--- config.mk ---
export PLATFORM = sky130hd
export DESIGN_NAME = cond_update_pipe_flat
export DESIGN_NICKNAME = d
export VERILOG_FILES = /design/src/rtl/cond_update_pkg.sv /design/src/rtl/cond_update_if.sv /design/src/rtl/cond_update_pipe_match.sv /design/src/rtl/cond_update_pipe.sv /design/src/flat_wrapper.sv
export SDC_FILE = /design/constraint.sdc
export NUM_CORES = 1
export LEC_CHECK = 0
export CORE_ASPECT_RATIO = 0.5
export CORE_UTILIZATION = 40
export DETAILED_ROUTE_END_ITERATION = 12
export HOLD_SLACK_MARGIN = 0.03
export PLACE_DENSITY_LB_ADDON = 0.3
export SLEW_MARGIN = 10
export SYNTH_ARGS = -nofsm -noshare
export SYNTH_HDL_FRONTEND = slang
export SYNTH_HIERARCHICAL = 1
export SYNTH_SLANG_ARGS = --single-unit
--- constraint.sdc ---
create_clock -name clk -period 3.64 [get_ports clk]
set_clock_uncertainty 0.2 [all_clocks]
set_input_delay 0.91 -clock clk [delete_from_list [all_inputs] [get_ports clk]]
set_output_delay 0.91 -clock clk [all_outputs]
set_load 0.02 [all_outputs]
--- src/rtl/cond_update_pkg.sv ---
// Shared types and width helpers for the conditional-update pipeline.
// Rule structs are declared per module because their width follows WIDTH.
package cond_update_pkg;

  typedef enum logic {
    OP_REPLACE = 1'b0,
    OP_ADD     = 1'b1
  } rule_op_t;

  function automatic int idx_w(input int n);
    return (n > 1) ? $clog2(n) : 1;
  endfunction

  // Packed rule layout: {en, op, key, val}
  function automatic int rule_w(input int w);
    return 2 * w + 2;
  endfunction

endpackage

--- src/rtl/cond_update_if.sv ---
// Producer/consumer handshake bundle for cond_update_pipe.
// master drives inputs and consumes outputs; slave is the pipeline side.
interface cond_update_if
  import cond_update_pkg::*;
#(
  parameter int WIDTH     = 4,
  parameter int NUM_RULES = 4
);
  localparam int IDX_W = idx_w(NUM_RULES);

  logic             in_valid;
  logic             in_ready;
  logic [WIDTH-1:0] in_data;
  logic             out_valid;
  logic             out_ready;
  logic [WIDTH-1:0] out_data;
  logic             out_hit;
  logic [IDX_W-1:0] out_rule;

  modport master (
    output in_valid, in_data, out_ready,
    input  in_ready, out_valid, out_data,
    input  out_hit, out_rule
  );

  modport slave (
    input  in_valid, in_data, out_ready,
    output in_ready, out_valid, out_data,
    output out_hit, out_rule
  );

endinterface

--- src/rtl/cond_update_pipe_match.sv ---
// Combinational priority scan: lowest enabled rule whose key equals
// the sum wins and either replaces it or adds its operand.
module cond_rule_match
  import cond_update_pkg::*;
#(
  parameter int WIDTH     = 4,
  parameter int NUM_RULES = 4,
  localparam int IDX_W    = idx_w(NUM_RULES),
  localparam int RULE_W   = rule_w(WIDTH)
) (
  input  logic [WIDTH-1:0]            i_sum,
  input  logic [NUM_RULES*RULE_W-1:0] i_rules,
  output logic                        o_hit,
  output logic [IDX_W-1:0]            o_idx,
  output logic [WIDTH-1:0]            o_result
);

  typedef struct packed {
    logic             en;
    rule_op_t         op;
    logic [WIDTH-1:0] key;
    logic [WIDTH-1:0] val;
  } rule_t;

  rule_t [NUM_RULES-1:0] w_rules;

  assign w_rules = i_rules;

  // Scan high to low so the lowest matching index is applied last.
  always_comb begin
    o_hit    = 1'b0;
    o_idx    = '0;
    o_result = i_sum;
    for (int i = NUM_RULES - 1; i >= 0; i--) begin
      if (w_rules[i].en && (w_rules[i].key == i_sum)) begin
        o_hit = 1'b1;
        o_idx = IDX_W'(i);
        if (w_rules[i].op == OP_ADD)
          o_result = i_sum + w_rules[i].val;
        else
          o_result = w_rules[i].val;
      end
    end
  end

endmodule

--- src/rtl/cond_update_pipe.sv ---
// Two-stage accumulate-then-rule pipeline with valid/ready on both
// sides and a runtime-programmable rule table.
module cond_update_pipe
  import cond_update_pkg::*;
#(
  parameter int WIDTH     = 4,
  parameter int NUM_RULES = 4,
  localparam int IDX_W    = idx_w(NUM_RULES)
) (
  input  logic             clk,
  input  logic             rst,
  cond_update_if.slave     bus,
  input  logic             cfg_we,
  input  logic [IDX_W-1:0] cfg_idx,
  input  logic             cfg_en,
  input  logic             cfg_op,
  input  logic [WIDTH-1:0] cfg_key,
  input  logic [WIDTH-1:0] cfg_val,
  output logic [WIDTH-1:0] acc_value
);

  typedef struct packed {
    logic             en;
    rule_op_t         op;
    logic [WIDTH-1:0] key;
    logic [WIDTH-1:0] val;
  } rule_t;

  rule_t [NUM_RULES-1:0] r_rules;

  logic             r_s1_valid;
  logic [WIDTH-1:0] r_s1_data;
  logic [WIDTH-1:0] r_acc;
  logic             r_out_valid;
  logic [WIDTH-1:0] r_out_data;
  logic             r_out_hit;
  logic [IDX_W-1:0] r_out_rule;

  logic             w_s2_fire;
  logic             w_in_fire;
  logic [WIDTH-1:0] w_sum;
  logic             w_hit;
  logic [IDX_W-1:0] w_idx;
  logic [WIDTH-1:0] w_result;

  assign w_s2_fire    = r_s1_valid && (!r_out_valid || bus.out_ready);
  assign bus.in_ready = !r_s1_valid || w_s2_fire;
  assign w_in_fire    = bus.in_valid && bus.in_ready;
  assign w_sum        = r_acc + r_s1_data;

  cond_rule_match #(
    .WIDTH     (WIDTH),
    .NUM_RULES (NUM_RULES)
  ) u_match (
    .i_sum    (w_sum),
    .i_rules  (r_rules),
    .o_hit    (w_hit),
    .o_idx    (w_idx),
    .o_result (w_result)
  );

  // Out-of-range indices match no slot and are dropped.
  always_ff @(posedge clk) begin
    if (rst) begin
      r_rules <= '0;
    end else if (cfg_we) begin
      for (int i = 0; i < NUM_RULES; i++) begin
        if (cfg_idx == IDX_W'(i)) begin
          r_rules[i] <= '{en:  cfg_en,
                          op:  rule_op_t'(cfg_op),
                          key: cfg_key,
                          val: cfg_val};
        end
      end
    end
  end

  always_ff @(posedge clk) begin
    if (rst) begin
      r_s1_valid <= 1'b0;
      r_s1_data  <= '0;
    end else if (w_in_fire) begin
      r_s1_valid <= 1'b1;
      r_s1_data  <= bus.in_data;
    end else if (w_s2_fire) begin
      r_s1_valid <= 1'b0;
    end
  end

  // acc only moves on S2 fire, so S1 always sees the settled value.
  always_ff @(posedge clk) begin
    if (rst) begin
      r_acc       <= '0;
      r_out_valid <= 1'b0;
      r_out_data  <= '0;
      r_out_hit   <= 1'b0;
      r_out_rule  <= '0;
    end else if (w_s2_fire) begin
      r_acc       <= w_result;
      r_out_valid <= 1'b1;
      r_out_data  <= w_result;
      r_out_hit   <= w_hit;
      r_out_rule  <= w_idx;
    end else if (bus.out_ready) begin
      r_out_valid <= 1'b0;
    end
  end

  assign bus.out_valid = r_out_valid;
  assign bus.out_data  = r_out_data;
  assign bus.out_hit   = r_out_hit;
  assign bus.out_rule  = r_out_rule;
  assign acc_value     = r_acc;

endmodule
--- src/flat_wrapper.sv ---
// flat-port wrapper written by rule: the top's interface ports become plain ports
module cond_update_pipe_flat import cond_update_pkg::*;
#(
  parameter int WIDTH     = 4,
  parameter int NUM_RULES = 4,
  localparam int IDX_W    = idx_w(NUM_RULES)
)
  (clk, rst, cfg_we, cfg_idx, cfg_en, cfg_op, cfg_key, cfg_val, acc_value, bus_in_valid, bus_in_data, bus_out_ready, bus_in_ready, bus_out_valid, bus_out_data, bus_out_hit, bus_out_rule);
  cond_update_if #(.WIDTH(WIDTH), .NUM_RULES(NUM_RULES)) bus_i ();
  input  logic clk;
  input  logic rst;
  input  logic cfg_we;
  input  logic [IDX_W-1:0] cfg_idx;
  input  logic cfg_en;
  input  logic cfg_op;
  input  logic [WIDTH-1:0] cfg_key;
  input  logic [WIDTH-1:0] cfg_val;
  output logic [WIDTH-1:0] acc_value;
  input wire logic [$bits(bus_i.in_valid)-1:0] bus_in_valid;
  input wire logic [$bits(bus_i.in_data)-1:0] bus_in_data;
  input wire logic [$bits(bus_i.out_ready)-1:0] bus_out_ready;
  output wire logic [$bits(bus_i.in_ready)-1:0] bus_in_ready;
  output wire logic [$bits(bus_i.out_valid)-1:0] bus_out_valid;
  output wire logic [$bits(bus_i.out_data)-1:0] bus_out_data;
  output wire logic [$bits(bus_i.out_hit)-1:0] bus_out_hit;
  output wire logic [$bits(bus_i.out_rule)-1:0] bus_out_rule;
  assign bus_i.in_valid = bus_in_valid;
  assign bus_i.in_data = bus_in_data;
  assign bus_i.out_ready = bus_out_ready;
  assign bus_in_ready = bus_i.in_ready;
  assign bus_out_valid = bus_i.out_valid;
  assign bus_out_data = bus_i.out_data;
  assign bus_out_hit = bus_i.out_hit;
  assign bus_out_rule = bus_i.out_rule;
  cond_update_pipe #(.WIDTH(WIDTH), .NUM_RULES(NUM_RULES)) u_core (.clk(clk), .rst(rst), .bus(bus_i), .cfg_we(cfg_we), .cfg_idx(cfg_idx), .cfg_en(cfg_en), .cfg_op(cfg_op), .cfg_key(cfg_key), .cfg_val(cfg_val), .acc_value(acc_value));
endmodule
==> results.py <==
metrics = {
    "outcome": {
        "outcome": "finished clean",
    },
    "drt": {
        "avgRoutedWirePerCell_um": 15.7,
        "drt_iter0_drc": 168,
        "drc": 0,
        "vias": 2544,
        "ant_nets": 0,
        "via_per_inst": 5.41,
        "dr.pass1.iters": 4,
        "wl_mm": 7.36,
    },
    "pwr": {
        "swShare": 0.262,
        "power_frac_comb": 0.183,
        "power.internal_uw": 1060,
        "clkPwrFrac": 0.385,
        "seqPwrFrac": 0.432,
        "power_density_nw_per_um2": 398,
        "peakVddDrop_mv": 0.176,
        "p_leak_uw": 0.00155,
        "p_switching_uw": 378,
    },
    "place": {
        "placed_cell_area_sq_um": 3450,
        "dp_hpwl_mm": 5.44,
        "port-buffer-count": 33,
        "gp_congestion": 0.909,
    },
    "timing": {
        "finalMaxSlewViolations": 0,
        "post-route-period-util": 0.942,
        "tns_ns": 0,
        "tightest_slew_ns": 0.979,
        "timing.fmax_mhz": 292,
        "setup_viol": 0,
        "layout_min_cycle_time_ns": 3.43,
        "rsz0062_at_grt": "false",
        "finalHoldViolCount": 0,
        "max-slew-margin-rel": 0.347,
    },
    "logic_synthesis": {
        "synth_common_cells": "dfxtp_1, mux2i_1, nor2_1, nand2_1, a21oi_1",
        "mappedNetlistNets": 389,
        "syn_inst": 348,
        "yosys.area_share.adder": 0.0931,
        "synth_edf_count": 0,
        "async_reset_ff_frac": 0,
        "avgSynthCellArea_sq_um": 8.88,
        "synth_most_common_cell": "dfxtp_1",
        "synthXorXnorAreaFrac": 0.0595,
        "synth_compound_area_frac": 0.135,
        "seq_area_frac_synth": 0.343,
        "ys_top_cells_by_area": "dfxtp_1, mux2i_1, ha_1",
        "syn-cell-area_sq_um": 3090,
        "synth-simple-area-share": 0.156,
        "synth_top_area_frac": 0.343,
        "synthMuxAreaShare": 0.149,
        "synth_flop_cell": "dfxtp_1",
        "ys_ff_latch": 53,
        "yosys_warnings": 6,
        "synth.largest_area_cell": "dfxtp_1",
        "yosysUniqueCellTypes": 42,
        "synth_top_family_by_area": "simple AND/OR/NAND/NOR gates",
    },
    "final_layout": {
        "final_cell_area_sq_um": 3630,
        "final_util": 0.490,
        "area_growth_pct": 17.4,
        "antennaDiodeCount": 0,
        "drive_above_1_share": 0.0588,
        "nNetsFinal": 414,
    },
    "global_route": {
        "overflow": 0,
        "antenna_found_initial": 0,
        "grt_pass1_vias": 2515,
        "track_usage": 0.198,
        "grt_pass1_wl_mm": 12.5,
        "grt_max_degree": 58,
    },
    "clock_network": {
        "cts_hold_buf": 0,
        "numClockSinks": 53,
        "path_clk_slew_ns": 0.07,
        "cts_tree": "yes",
        "post_cts_buffers": 0,
        "numCtsBuffers": 5,
        "clock_latency_ns": 0.30,
        "htreeDepth": 2,
        "root_buffer": "clkbuf_16",
        "cts_resized": 0,
        "cts_buffer_depth": 2,
    },
    "worst_setup_path": {
        "cpPeakStageDelay_ns": 0.55,
        "critPathArrivalTime_ns": 3.45,
        "cp_max_fo": 9,
        "cp-start-kind": "register",
        "cp_cell_sequence": "ha_1, a21o_1, a21oi_1, xnor2_1, buf_4, inv_4, a221o_1, nor4_4, nor2_2, a22oi_1, o21a_1, nand3_1, a21oi_1",
        "critPathKind": "register to register",
        "cp-end-kind": "register",
        "crit_slowest_cell": "nor4_4",
        "path_common_cell": "a21oi_1",
        "cp.required_ns": 3.66,
    },
    "worst_hold_path": {
        "hold_path_class": "register to register",
    },
    "run": {
        "max_cap_violations": 0,
    },
    "floorplan": {
        "rows": 22,
        "die_w_um": 126,
        "io_pins": 34,
        "die_area_sq_um": 8100,
        "core_sq_um": 7400,
        "start_util": 0.417,
        "dieHeight_um": 64.2,
    },
}
power groups by stage:
stage	Clock [uW]	Combinational [uW]	Sequential (uW)
2_1_floorplan	0	179	633
3_3_place_gp	0	251	636
3_5_place_dp	0	260	637
4_1_cts	566	262	624
5_1_grt	595	290	627
6_report	556	263	624
worst max-delay path, delay by kind of cell (launching register included):
family / cells / cell delay (ns)
and+or+nand+nor: 3 / 0.77
xor gates and xnor gates: 1 / 0.14
buffers and inverters: 2 / 0.31
DFF: 1 / 0.44
AOI/OAI and AO/OA: 6 / 1.21
adders and majority gates: 1 / 0.27
layout make-up:
class / count / area, sq um
Inverter: 17 / 66.3
Clock inverter: 2 / 37.5
Fill cell: 699 / 3780
Timing Repair Buffer: 39 / 370
Multi-Input combinational cell: 257 / 1830
Tap cell: 96 / 120
Sequential cell: 53 / 1060
Clock buffer: 6 / 139
registers in the layout, indices dropped and copies added (netlist names):
| name | flops |
|---|---|
| u_core/r_rules | 40 |
| u_core/bus.out_data | 4 |
| u_core/r_s1_data | 4 |
| u_core/bus.out_rule | 2 |
| u_core/bus.out_hit | 1 |
| u_core/bus.out_valid | 1 |
| u_core/r_s1_valid | 1 |
path summary, 6_finish.rpt:
kind	slack, ns	cells past startpoint	end	startpoint
hold reg to reg	0.27	2	u_core/r_rules[39]	u_core/r_rules[39]
hold / removal	0.27	2	u_core/r_rules[39]	u_core/r_rules[39]
setup reg to reg	0.21	13	u_core/bus.out_data[0]	u_core/bus.out_data[1]
setup / recovery	0.21	13	u_core/bus.out_data[0]	u_core/bus.out_data[1]
cell families after synthesis:
group,Yosys count
AO/OA/AOI/OAI,69
XOR/XNOR,21
adder cells (fa/ha/maj),20
buffers and inverters,38
flip-flops,53
multiplexers,46
AND/OR/NAND/NOR,101
placed cells by master, fill, tap and decap left out, types with 6 or more instances in the layout:
cell type	count
dfxtp_1	53
mux2i_1	45
clkdlybuf4s50_1	32
nor2_1	32
nand2_1	31
a21oi_1	28
o21ai_0	17
inv_1	15
ha_1	15
nand2b_1	12
xor2_1	11
nand3_1	11
xnor2_1	10
buf_4	6
per-stage QoR:
stage                     worst slack (ns)  power [uW]  hold slack [ns]  cells
after floorplan                      0.458         811            0.237    348
after global placement               0.389         887            0.249    462
after detailed placement             0.288         897            0.254    462
after CTS                            0.236        1450            0.269    470
after global routing                0.0140        1510            0.286    470
final                                0.210        1440            0.271    470
metal layers:
layer	routed length [um]	global-route usage	vias to the layer above
li1	-	-	1249
met1	3590	0.259	1191
met2	3240	0.324	83
met3	370	0.0444	21
met4	155	0.0708	0
met5	0	0	-
(Power assumes the default switching activity.)
